File: src/rtl/pe_demux_router.sv
// One-to-NCH demultiplexing router with one-entry output register per channel,
// broadcast support, and saturating drop counter for out-of-range selects.
module pe_demux_router #(
    parameter int DWIDTH = 8,
    parameter int NCH    = 4,
    parameter int SELW   = 2,
    parameter int CNTW   = 8
) (
    input  logic                  clk,
    input  logic                  rst_n,
    input  logic                  in_valid,
    output logic                  in_ready,
    input  logic [DWIDTH-1:0]     in_data,
    input  logic [SELW-1:0]       in_sel,
    input  logic                  in_bcast,
    output logic [NCH-1:0]        out_valid,
    input  logic [NCH-1:0]        out_ready,
    output logic [NCH*DWIDTH-1:0] out_data,
    output logic                  drop_pulse,
    output logic [CNTW-1:0]       drop_cnt
);

    typedef enum logic {EMPTY, FULL} chan_t;

    chan_t             st     [NCH];
    chan_t             st_nxt [NCH];
    logic [DWIDTH-1:0] dreg   [NCH];

    logic [NCH-1:0] full;
    logic [NCH-1:0] free;
    logic [NCH-1:0] load;
    logic           sel_ok;
    logic           sel_free;
    logic           accept;
    logic           drop;

    always_comb begin
        full     = '0;
        free     = '0;
        load     = '0;
        sel_ok   = 1'b0;
        sel_free = 1'b0;
        out_data = '0;
        for (int unsigned k = 0; k < NCH; k++) begin
            full[k] = (st[k] == FULL);
            free[k] = ~full[k] | out_ready[k];
            if (in_sel == SELW'(k)) begin
                sel_ok   = 1'b1;
                sel_free = free[k];
            end
        end

        // Out-of-range unicast is always accepted so it can be counted as a drop.
        if (in_bcast)
            in_ready = &free;
        else if (sel_ok)
            in_ready = sel_free;
        else
            in_ready = 1'b1;

        accept = in_valid & in_ready;
        drop   = accept & ~in_bcast & ~sel_ok;

        for (int unsigned k = 0; k < NCH; k++) begin
            load[k]   = accept & (in_bcast | (in_sel == SELW'(k)));
            st_nxt[k] = st[k];
            if (load[k])
                st_nxt[k] = FULL;
            else if (full[k] && out_ready[k])
                st_nxt[k] = EMPTY;
            // Empty channels present zeros so no stale payload is visible.
            out_data[k*DWIDTH +: DWIDTH] = full[k] ? dreg[k] : '0;
        end
        out_valid = full;
    end

    always_ff @(posedge clk or negedge rst_n) begin
        if (!rst_n) begin
            for (int unsigned k = 0; k < NCH; k++) begin
                st[k]   <= EMPTY;
                dreg[k] <= '0;
            end
            drop_pulse <= 1'b0;
            drop_cnt   <= '0;
        end else begin
            for (int unsigned k = 0; k < NCH; k++) begin
                st[k] <= st_nxt[k];
                if (load[k])
                    dreg[k] <= in_data;
            end
            drop_pulse <= drop;
            if (drop && (drop_cnt != '1))
                drop_cnt <= drop_cnt + CNTW'(1);
        end
    end

endmodule

File: config.mk
export PLATFORM = sky130hd
export DESIGN_NAME = pe_demux_router
export DESIGN_NICKNAME = d
export VERILOG_FILES = /design/src/rtl/pe_demux_router.sv
export SDC_FILE = /design/constraint.sdc
export NUM_CORES = 1
export LEC_CHECK = 0
export BUFFER_PORTS_ARGS = -buffer_cell sky130_fd_sc_hd__clkbuf_2
export CORE_MARGIN = 8
export CORE_UTILIZATION = 44
export DETAILED_ROUTE_END_ITERATION = 8
export GPL_TIMING_DRIVEN = 0
export HOLD_SLACK_MARGIN = 0.02
export PLACE_DENSITY = 0.75
export SETUP_SLACK_MARGIN = 0.02
export SLEW_MARGIN = 20
export SYNTH_ARGS = -nofsm -noshare
export SYNTH_HDL_FRONTEND = slang
export SYNTH_SLANG_ARGS = --single-unit
File: constraint.sdc
create_clock -name clk -period 1.9 [get_ports clk]
set_input_delay 0.475 -clock clk [delete_from_list [all_inputs] [get_ports clk]]
set_output_delay 0.475 -clock clk [all_outputs]
set_load 0.01 [all_outputs]
==> results.py <==
metrics = {
    "worst_setup_path": {
        "worstSetupEndpointType": "flop",
        "arrival_ns": 2.06,
        "critPathLaunchType": "flop",
        "crit_type": "flop to flop",
        "crit_required_ns": 2.08,
        "path_max_fanout": 5,
    },
    "floorplanning": {
        "dieArea_mm2": 0.00666,
        "initial_core_util_pct": 44.4,
        "placeableCoreArea_mm2": 0.00426,
        "ioPinCount": 64,
        "std_cell_rows": 24,
        "die_w_um": 81.6,
        "die_h_um": 81.6,
    },
    "sta": {
        "max_freq_mhz": 530,
        "hold-worst-slack_ns": 0.149,
        "setup_tns_ns": 0,
        "skew_ns": 0.0101,
        "slew_headroom_pct": 63.2,
        "setup_viol": 0,
        "worst_slew_pin_slew_ns": 0.552,
        "hold_viol": 0,
        "setup_slack_ns": 0.0119,
        "rsz0062_at_grt": "yes",
        "slew_viol_final": 0,
        "min_period_ns": 1.89,
        "min_period_over_period_pct": 99.4,
    },
    "routing": {
        "routedWlPerCell_um": 17.6,
        "drc": 0,
        "drt_iter0_markers": 44,
        "ant_nets": 0,
        "drt-total-wl_mm": 4.89,
        "via_per_inst": 5.02,
        "vias": 1395,
        "first_pass_iters": 4,
    },
    "layout": {
        "num_antenna_cells": 0,
        "layout_commonest_cell": "clkbuf_2",
        "fin_area_mm2": 0.00266,
        "area_delta_synth_final_pct": 40.2,
        "final_cell_mix": "59 x clkbuf_2, 41 x dfrtp_1, 32 x and2_1, 22 x mux2_4",
        "fin_nets": 243,
        "layout-drive-gt1-share_pct": 58.0,
        "final_core_util_pct": 62.3,
    },
    "placement": {
        "dp_hpwl_mm": 3.16,
        "portBuffers": 63,
        "gp_congestion": 0.758,
        "dpl_cell_area_mm2": 0.00228,
        "dp_slack_ns": -0.334,
    },
    "pwr": {
        "intPower_mw": 1.88,
        "p_sw_share_pct": 27.5,
        "p_sw_uw": 715,
        "pwr-share-comb_pct": 29.4,
        "power_frac_clock_pct": 22.8,
        "seqPwrFrac_pct": 47.8,
        "powerDensity_mw_per_mm2": 978,
        "vdd_drop_max_uv": 605,
        "p_leak_nw": 1.32,
    },
    "flow_run": {
        "maxCapViolations": 0,
    },
    "yosys": {
        "synth_seq_cells": 45,
        "synth_edf_count": 0,
        "syn_inst": 143,
        "syn_area_mm2": 0.00189,
        "synth.avg_cell_area_um2": 13.2,
        "synth_ff_type": "dfrtp_1",
        "seq_area_frac_synth_pct": 59.4,
        "synthArstFlopShare_pct": 100,
        "ys_warn_count": 0,
        "yosysUniqueCellTypes": 19,
        "syn_nets": 161,
    },
    "clock_network": {
        "cts.sinks": 45,
        "clock_latency_ns": 0.30,
        "clk_path_buf_depth": 2,
        "path_clk_slew_ns": 0.08,
        "cts_max_level": 2,
        "cts_buffers": 5,
        "cts_tree": "done",
        "clockRootBuffer": "clkbuf_8",
        "postCtsHoldBufs": 0,
    },
    "min_path": {
        "min_path_type": "input port to asynchronous set/reset pin",
    },
    "global_route": {
        "antenna_found_initial": 0,
        "grt_first_pass_wirelength_mm": 7.76,
        "grt_max_degree": 46,
        "grt_pass1_vias": 1513,
        "overflow": 0,
        "grtUsageTotal_pct": 15.3,
    },
    "outcome": {
        "status": "finished clean",
    },
}
## routing by layer
layer	track usage, %	part of all wire, %	up-vias
li1	-	-	638
met1	18.8	41	692
met2	23.9	47	57
met3	5.58	10	8
met4	6.14	1.4	0
met5	0	0	-
## final cells by class
| class | count | area (µm²) |
|---|---|---|
| well taps | 52 | 65.1 |
| repair buffers | 73 | 442 |
| clock buffers | 8 | 90.1 |
| multi-input cells | 91 | 893 |
| flip-flops and latches | 45 | 1130 |
| fillers | 347 | 1610 |
| plain buffers | 8 | 30.0 |
| inverters | 1 | 3.75 |
## critical path, stage by stage (launching register included)
cell and delay (ns):
dfrtp_2 0.41, nor2b_4 0.14, a311oi_2 0.25, a32oi_2 0.10
buf_6 0.15, nor3b_4 0.23, buf_6 0.18, mux2_4 0.30
## power groups by stage
stage / registers [mW] / logic, mW / clock network (mW)
after detailed placement: 1.27 / 0.568 / 0
after global placement: 1.26 / 0.555 / 0
after floorplan: 1.24 / 0.358 / 0
after CTS: 1.23 / 0.704 / 0.616
final: 1.24 / 0.764 / 0.592
after global routing: 1.27 / 0.824 / 0.648
## kinds of logic after synthesis
group                  share of synthesized area (%)
other                                          0.198
AO/OA/AOI/OAI                                   3.04
multiplexers                                    19.0
AND/OR/NAND/NOR                                 16.5
buffers and inverters                           1.78
flip-flops                                      59.4
## registers in the layout, indices dropped and copies added (netlist names)
register and flops:
dreg 32, drop_cnt 8, drop_pulse 1, out_valid 4
## through the flow
step                      std cells  total power [mW]
after floorplan                 143              1.60
after global placement          258              1.82
after detailed placement        258              1.84
after CTS                       280              2.55
after global routing            278              2.74
final                           278              2.60
## repair_timing
| action | 4_1_cts | 5_1_grt |
|---|---|---|
| resized for setup | 18 | 32 |
| cloned | 3 | 0 |
| buffers inserted | 11 | 0 |
| pin swaps | 7 | 5 |
| endpoints found under the setup margin | 36 | 32 |
## worst paths after layout
check	startpoint	depth (start not counted)	slack [ns]	end
setup / recovery	out_valid[3]	7	0.01	dreg[6]
hold / removal	rst_n	1	0.15	out_valid[3]
setup reg to reg	out_valid[3]	7	0.01	dreg[6]
hold reg to reg	drop_cnt[1]	1	0.46	drop_cnt[1]
max in group asynchronous	rst_n	1	1.33	out_valid[2]
min in group clk	drop_cnt[1]	1	0.46	drop_cnt[1]
## synth_stat cells, types with 3 or more instances
cell type,n,share of area [%]
dfrtp_1,45,59
and2_1,32,11
mux2_2,32,19
clkbuf_1,8,1.6
nor2b_1,5,1.7
o21ai_0,4,1.1
nor2_2,3,0.99
or2_2,3,0.99
No activity file was read; power rests on OpenSTA's default activity.
